File: src/rtl/max3_stream_tracker_if.sv
// Valid/ready sample input and result output bundle for max3_stream_tracker.
interface max3_stream_tracker_if #(
    parameter int unsigned WIDTH = 8,
    parameter int unsigned IDXW  = 2
);
    logic             in_valid;
    logic             in_ready;
    logic [WIDTH-1:0] in_data;
    logic             out_valid;
    logic             out_ready;
    logic [WIDTH-1:0] out_max;
    logic [IDXW-1:0]  out_idx;
    logic [7:0]       out_frames;

    modport master (
        output in_valid, in_data, out_ready,
        input  in_ready, out_valid, out_max, out_idx, out_frames
    );

    modport slave (
        input  in_valid, in_data, out_ready,
        output in_ready, out_valid, out_max, out_idx, out_frames
    );
endinterface

File: src/rtl/max3_stream_tracker.sv
// Streaming per-frame maximum finder: LEN samples in, max / first index / frame count out.
module max3_stream_tracker #(
    parameter int unsigned WIDTH = 8,
    parameter int unsigned LEN   = 3,
    parameter int unsigned IDXW  = 2
) (
    input logic                   clk,
    input logic                   rst_n,
    max3_stream_tracker_if.slave  bus
);
    localparam logic [IDXW-1:0] LastIdx = IDXW'(LEN - 1);

    typedef enum logic [0:0] {StAccum, StHold} state_e;

    state_e           state_q, state_d;
    logic [IDXW-1:0]  cnt_q, cnt_d;
    logic [WIDTH-1:0] run_max_q, run_max_d;
    logic [IDXW-1:0]  run_idx_q, run_idx_d;
    logic             in_ready_q, in_ready_d;
    logic             out_valid_q, out_valid_d;
    logic [WIDTH-1:0] out_max_q, out_max_d;
    logic [IDXW-1:0]  out_idx_q, out_idx_d;
    logic [7:0]       out_frames_q, out_frames_d;

    logic             in_fire;
    logic [WIDTH-1:0] cand_max;
    logic [IDXW-1:0]  cand_idx;

    assign in_fire = bus.in_valid && in_ready_q;

    // Running max including the current sample; strict compare keeps the earliest tie.
    always_comb begin
        cand_max = run_max_q;
        cand_idx = run_idx_q;
        if (cnt_q == '0) begin
            cand_max = bus.in_data;
            cand_idx = '0;
        end else if (bus.in_data > run_max_q) begin
            cand_max = bus.in_data;
            cand_idx = cnt_q;
        end
    end

    always_comb begin
        state_d      = state_q;
        cnt_d        = cnt_q;
        run_max_d    = run_max_q;
        run_idx_d    = run_idx_q;
        in_ready_d   = in_ready_q;
        out_valid_d  = out_valid_q;
        out_max_d    = out_max_q;
        out_idx_d    = out_idx_q;
        out_frames_d = out_frames_q;
        unique case (state_q)
            StAccum: begin
                // Also raises in_ready on the first edge after reset release.
                in_ready_d = 1'b1;
                if (in_fire) begin
                    run_max_d = cand_max;
                    run_idx_d = cand_idx;
                    if (cnt_q == LastIdx) begin
                        cnt_d        = '0;
                        out_max_d    = cand_max;
                        out_idx_d    = cand_idx;
                        out_valid_d  = 1'b1;
                        in_ready_d   = 1'b0;
                        out_frames_d = out_frames_q + 8'd1;
                        state_d      = StHold;
                    end else begin
                        cnt_d = cnt_q + 1'b1;
                    end
                end
            end
            StHold: begin
                if (bus.out_ready) begin
                    out_valid_d = 1'b0;
                    in_ready_d  = 1'b1;
                    state_d     = StAccum;
                end
            end
            default: state_d = StAccum;
        endcase
    end

    always_ff @(posedge clk or negedge rst_n) begin
        if (!rst_n) begin
            state_q      <= StAccum;
            cnt_q        <= '0;
            run_max_q    <= '0;
            run_idx_q    <= '0;
            in_ready_q   <= 1'b0;
            out_valid_q  <= 1'b0;
            out_max_q    <= '0;
            out_idx_q    <= '0;
            out_frames_q <= '0;
        end else begin
            state_q      <= state_d;
            cnt_q        <= cnt_d;
            run_max_q    <= run_max_d;
            run_idx_q    <= run_idx_d;
            in_ready_q   <= in_ready_d;
            out_valid_q  <= out_valid_d;
            out_max_q    <= out_max_d;
            out_idx_q    <= out_idx_d;
            out_frames_q <= out_frames_d;
        end
    end

    assign bus.in_ready   = in_ready_q;
    assign bus.out_valid  = out_valid_q;
    assign bus.out_max    = out_max_q;
    assign bus.out_idx    = out_idx_q;
    assign bus.out_frames = out_frames_q;
endmodule
File: src/flat_wrapper.sv
// flat-port wrapper written by rule: the top's interface ports become plain ports
module max3_stream_tracker_flat 
#(
    parameter int unsigned WIDTH = 8,
    parameter int unsigned LEN   = 3,
    parameter int unsigned IDXW  = 2
)
  (clk, rst_n, bus_in_valid, bus_in_data, bus_out_ready, bus_in_ready, bus_out_valid, bus_out_max, bus_out_idx, bus_out_frames);
  max3_stream_tracker_if #(.WIDTH(WIDTH), .IDXW(IDXW)) bus_i ();
  input logic clk;
  input logic rst_n;
  input wire logic [$bits(bus_i.in_valid)-1:0] bus_in_valid;
  input wire logic [$bits(bus_i.in_data)-1:0] bus_in_data;
  input wire logic [$bits(bus_i.out_ready)-1:0] bus_out_ready;
  output wire logic [$bits(bus_i.in_ready)-1:0] bus_in_ready;
  output wire logic [$bits(bus_i.out_valid)-1:0] bus_out_valid;
  output wire logic [$bits(bus_i.out_max)-1:0] bus_out_max;
  output wire logic [$bits(bus_i.out_idx)-1:0] bus_out_idx;
  output wire logic [$bits(bus_i.out_frames)-1:0] bus_out_frames;
  assign bus_i.in_valid = bus_in_valid;
  assign bus_i.in_data = bus_in_data;
  assign bus_i.out_ready = bus_out_ready;
  assign bus_in_ready = bus_i.in_ready;
  assign bus_out_valid = bus_i.out_valid;
  assign bus_out_max = bus_i.out_max;
  assign bus_out_idx = bus_i.out_idx;
  assign bus_out_frames = bus_i.out_frames;
  max3_stream_tracker #(.WIDTH(WIDTH), .LEN(LEN), .IDXW(IDXW)) u_core (.clk(clk), .rst_n(rst_n), .bus(bus_i));
endmodule
File: config.mk
export PLATFORM = sky130hd
export DESIGN_NAME = max3_stream_tracker_flat
export DESIGN_NICKNAME = d
export VERILOG_FILES = /design/src/rtl/max3_stream_tracker_if.sv /design/src/rtl/max3_stream_tracker.sv /design/src/flat_wrapper.sv
export SDC_FILE = /design/constraint.sdc
export NUM_CORES = 1
export LEC_CHECK = 0
export ABC_AREA = 1
export ABC_CLOCK_PERIOD_IN_PS = 2580
export CAP_MARGIN = 0
export CORE_UTILIZATION = 35
export DETAILED_ROUTE_END_ITERATION = 12
export GPL_TIMING_DRIVEN = 1
export PLACE_DENSITY = 0.66
export SYNTH_ARGS = -nofsm -noshare
export SYNTH_HDL_FRONTEND = slang
export SYNTH_SLANG_ARGS = --single-unit
File: constraint.sdc
create_clock -name clk -period 2.58 [get_ports clk]
set_clock_uncertainty 0.1 [all_clocks]
set_input_delay 0.387 -clock clk [delete_from_list [all_inputs] [get_ports clk]]
set_output_delay 0.387 -clock clk [all_outputs]
set_load 0.005 [all_outputs]
==> flow_summary.ini <==
[outcome]
outcome = finished clean

[routing]
drcViolationCount = 0
antenna_left = 0
vias = 1403
firstDrtPassIters = 4
wl_per_cell_um = 11.2
drtIter0Drc = 104
vias_per_cell = 4.48
drt_wl_total_mm = 3.51

[timing]
finalSetupViolations = 0
period_share_pct = 83.2
fin_hold_ws_ns = 0.376
slew_headroom_pct = 71.7
rsz0062_at_grt = false
hold_violations = 0
setup_tns_ns = 0
maxSlewViolCount = 0
fmax_mhz = 466
post-route-min-period_ns = 2.15
worst_pin_slew_ns = 0.425

[logic_synthesis]
synth_xor_area_share_pct = 3.59
synth_cell_type_count = 23
netlist_area_um2 = 1710
synthCells = 209
yosysWarningCount = 0
syn-num-nets = 230
synth_fa_ha_area_share_pct = 6.59
synth_mux_area_share_pct = 0
avgSynthCellArea_um2 = 8.17
ys_seq_area_share_pct = 48.4
synthSimpleGateAreaFrac_pct = 30.8
synth-seq-cells = 33
synth-compound-area-share_pct = 2.64
synth_top_family_by_area = simple AND/OR/NAND/NOR gates

[placed_design]
place.gp.congestion = 0.841
port_buffers = 31
dp_hpwl_mm = 2.59
place_area_um2 = 2110

[clocking]
cts.repair.resized = 0
cts-root-buf = clkbuf_8
numCtsBuffers = 5
worst_skew_pair.late_latency_ns = 0.29
post-cts-setup-buffer-count = 0
clkTransAtPathRegs_ns = 0.07
clockBufferDepth = 2
ctsHoldBuffers = 0
cts_tree = done
cts.htree.levels = 2
cts.sinks = 33

[critical_path]
start_kind = input pin
cp_num_buf_inv = 1
worstPathMaxFanout = 8
cp.required_ns = 2.66
path_cells = clkdlybuf4s50_1 > ha_1 > nand2_1 > nor2_1 > nand2_1 > nand2_1 > nand2_1 > nand2_1 > nand2_1 > nand3_1 > nand2_1
critPathKind = in -> reg
r2r_end = u_core.bus.out_max[0]
critPathMaxStageDelay_ns = 0.44
cp-startpoint = bus_in_data[7]
r2r_start = u_core.run_max_q[7]
crit_family = simple AND/OR/NAND/NOR gates
slowest_stage = clkdlybuf4s50_1
cp.arrival_ns = 2.23
reg2reg_slack_ns = 0.56
cp-end-kind = register
crit_top_cell = nand2_1
worst_r2r_path_depth = 11

[global_routing]
grt_pass1_vias = 1330
grt_overflow = 0
grt_pass1_wl_mm = 6.15
grtUsageTotal_pct = 15.6
grt_max_degree = 34
antenna_found_initial = 0

[finish]
fillers = 476
final_area_um2 = 2190
utilization_pct = 46.5
fin_nets = 267
antenna_cells = 0
areaGrowthSynthToFinish_pct = 28.5
drive_gt1_share_pct = 8.13

[min_path]
hold_path.startpoint = u_core.bus.out_valid
hold_depth = 2
min_to = u_core.bus.out_valid
worstHoldPathType = reg -> reg

[power]
peakVddDrop_uv = 469
leakage_uw = 0.00117
p_per_area_nw_per_um2 = 1060

[die]
ios = 32
dieArea_um2 = 5160
die_x_um = 71.9
fp.coreArea_um2 = 4720
die-height_um = 71.9
start_util_pct = 36.2
num_rows = 25

[job]
maxCapViolCount = 0
worst register-to-register path, delay by kind of cell (launching register included):
family                   cells  cell delay (ns)
adder cells (fa/ha/maj)      1             0.29
buffers and inverters        1             0.07
flip-flops                   1             0.36
AND/OR/NAND/NOR              9             1.09
worst max-delay path by stage:
stage / to / slack [ns] / cells past startpoint
floorplan: u_core.run_max_q[0] / 0.91 / 9
global placement: u_core.bus.out_max[0] / 0.20 / 10
detailed placement: u_core.bus.out_max[0] / 0.13 / 11
CTS: u_core.bus.out_max[0] / 0.44 / 11
global route: u_core.run_max_q[5] / 0.22 / 11
finish: u_core.bus.out_max[0] / 0.43 / 11
synthesized netlist by cell type:
cell type	number	area, um^2
o21ai_0	1	5.00
buf_4	1	7.51
xor2_1	5	43.8
nand3_1	28	140
inv_2	2	7.51
inv_1	28	105
o21ai_2	2	17.5
nor2_4	2	22.5
buf_2	1	5.00
a21o_1	1	7.51
nor3_2	1	10.0
xnor2_1	2	17.5
nor3b_2	1	12.5
nand4_1	1	6.26
nand3_4	1	17.5
a21oi_1	3	15.0
nand2_1	78	293
clkbuf_1	2	7.51
nand2_2	1	6.26
buf_1	1	3.75
ha_1	9	113
nor2_1	5	18.8
dfrtp_1	33	826
stage by stage:
stage | setup WS, ns | total power, uW | instances
after floorplan | 0.915 | 1520 | 209
after global placement | 0.201 | 1920 | 306
after detailed placement | 0.130 | 1950 | 306
after global routing | 0.221 | 2550 | 313
final | 0.433 | 2330 | 313
after CTS | 0.436 | 2350 | 313
layout make-up:
type | count | area, um^2 | area share (%)
multi-input cells | 141 | 746 | 34.0
repair buffers | 35 | 340 | 15.5
flip-flops and latches | 33 | 826 | 37.6
well taps | 67 | 83.8 | 3.82
inverters | 30 | 113 | 5.13
clock buffers | 7 | 86.3 | 3.93
where the power goes:
part | internal, uW | total (uW) | switching [uW]
Combinational | 482 | 1070 | 586
Clock | 212 | 397 | 185
Sequential | 722 | 860 | 138
Total | 1420 | 2330 | 909
state kept, by name, summed over array words and instances, names as in the netlist:
register,flops
u_core.bus.in_ready,1
u_core.bus.out_frames,8
u_core.bus.out_idx,2
u_core.bus.out_max,8
u_core.bus.out_valid,1
u_core.cnt_q,2
u_core.run_idx_q,2
u_core.run_max_q,8
u_core.state_q,1
metal layers:
metal / GRT usage (%) / routed length (um)
met5: 0 / 0
met4: 3.92 / 27
met3: 4.78 / 166
met2: 24.7 / 1590
met1: 21.0 / 1730
layout by cell type (no fill, tap or decap), types with 2 or more instances in the layout:
master | synthesis | final
nand2_1 | 78 | 78
xnor2_1 | 2 | 2
o21ai_2 | 2 | 2
dfrtp_1 | 33 | 33
inv_2 | 2 | 2
nor2_1 | 5 | 5
xor2_1 | 5 | 5
inv_1 | 28 | 28
clkbuf_8 | 0 | 6
clkdlybuf4s50_1 | 0 | 31
buf_4 | 1 | 4
nor2_4 | 2 | 2
ha_1 | 9 | 9
nand3_1 | 28 | 28
a21oi_1 | 3 | 3
cell families after synthesis:
| logic type | Yosys count |
|---|---|
| AO/OA/AOI/OAI | 7 |
| flip-flops | 33 |
| XOR/XNOR | 7 |
| AND/OR/NAND/NOR | 118 |
| adder cells (fa/ha/maj) | 9 |
| buffers and inverters | 35 |
(Power assumes the default switching activity.)
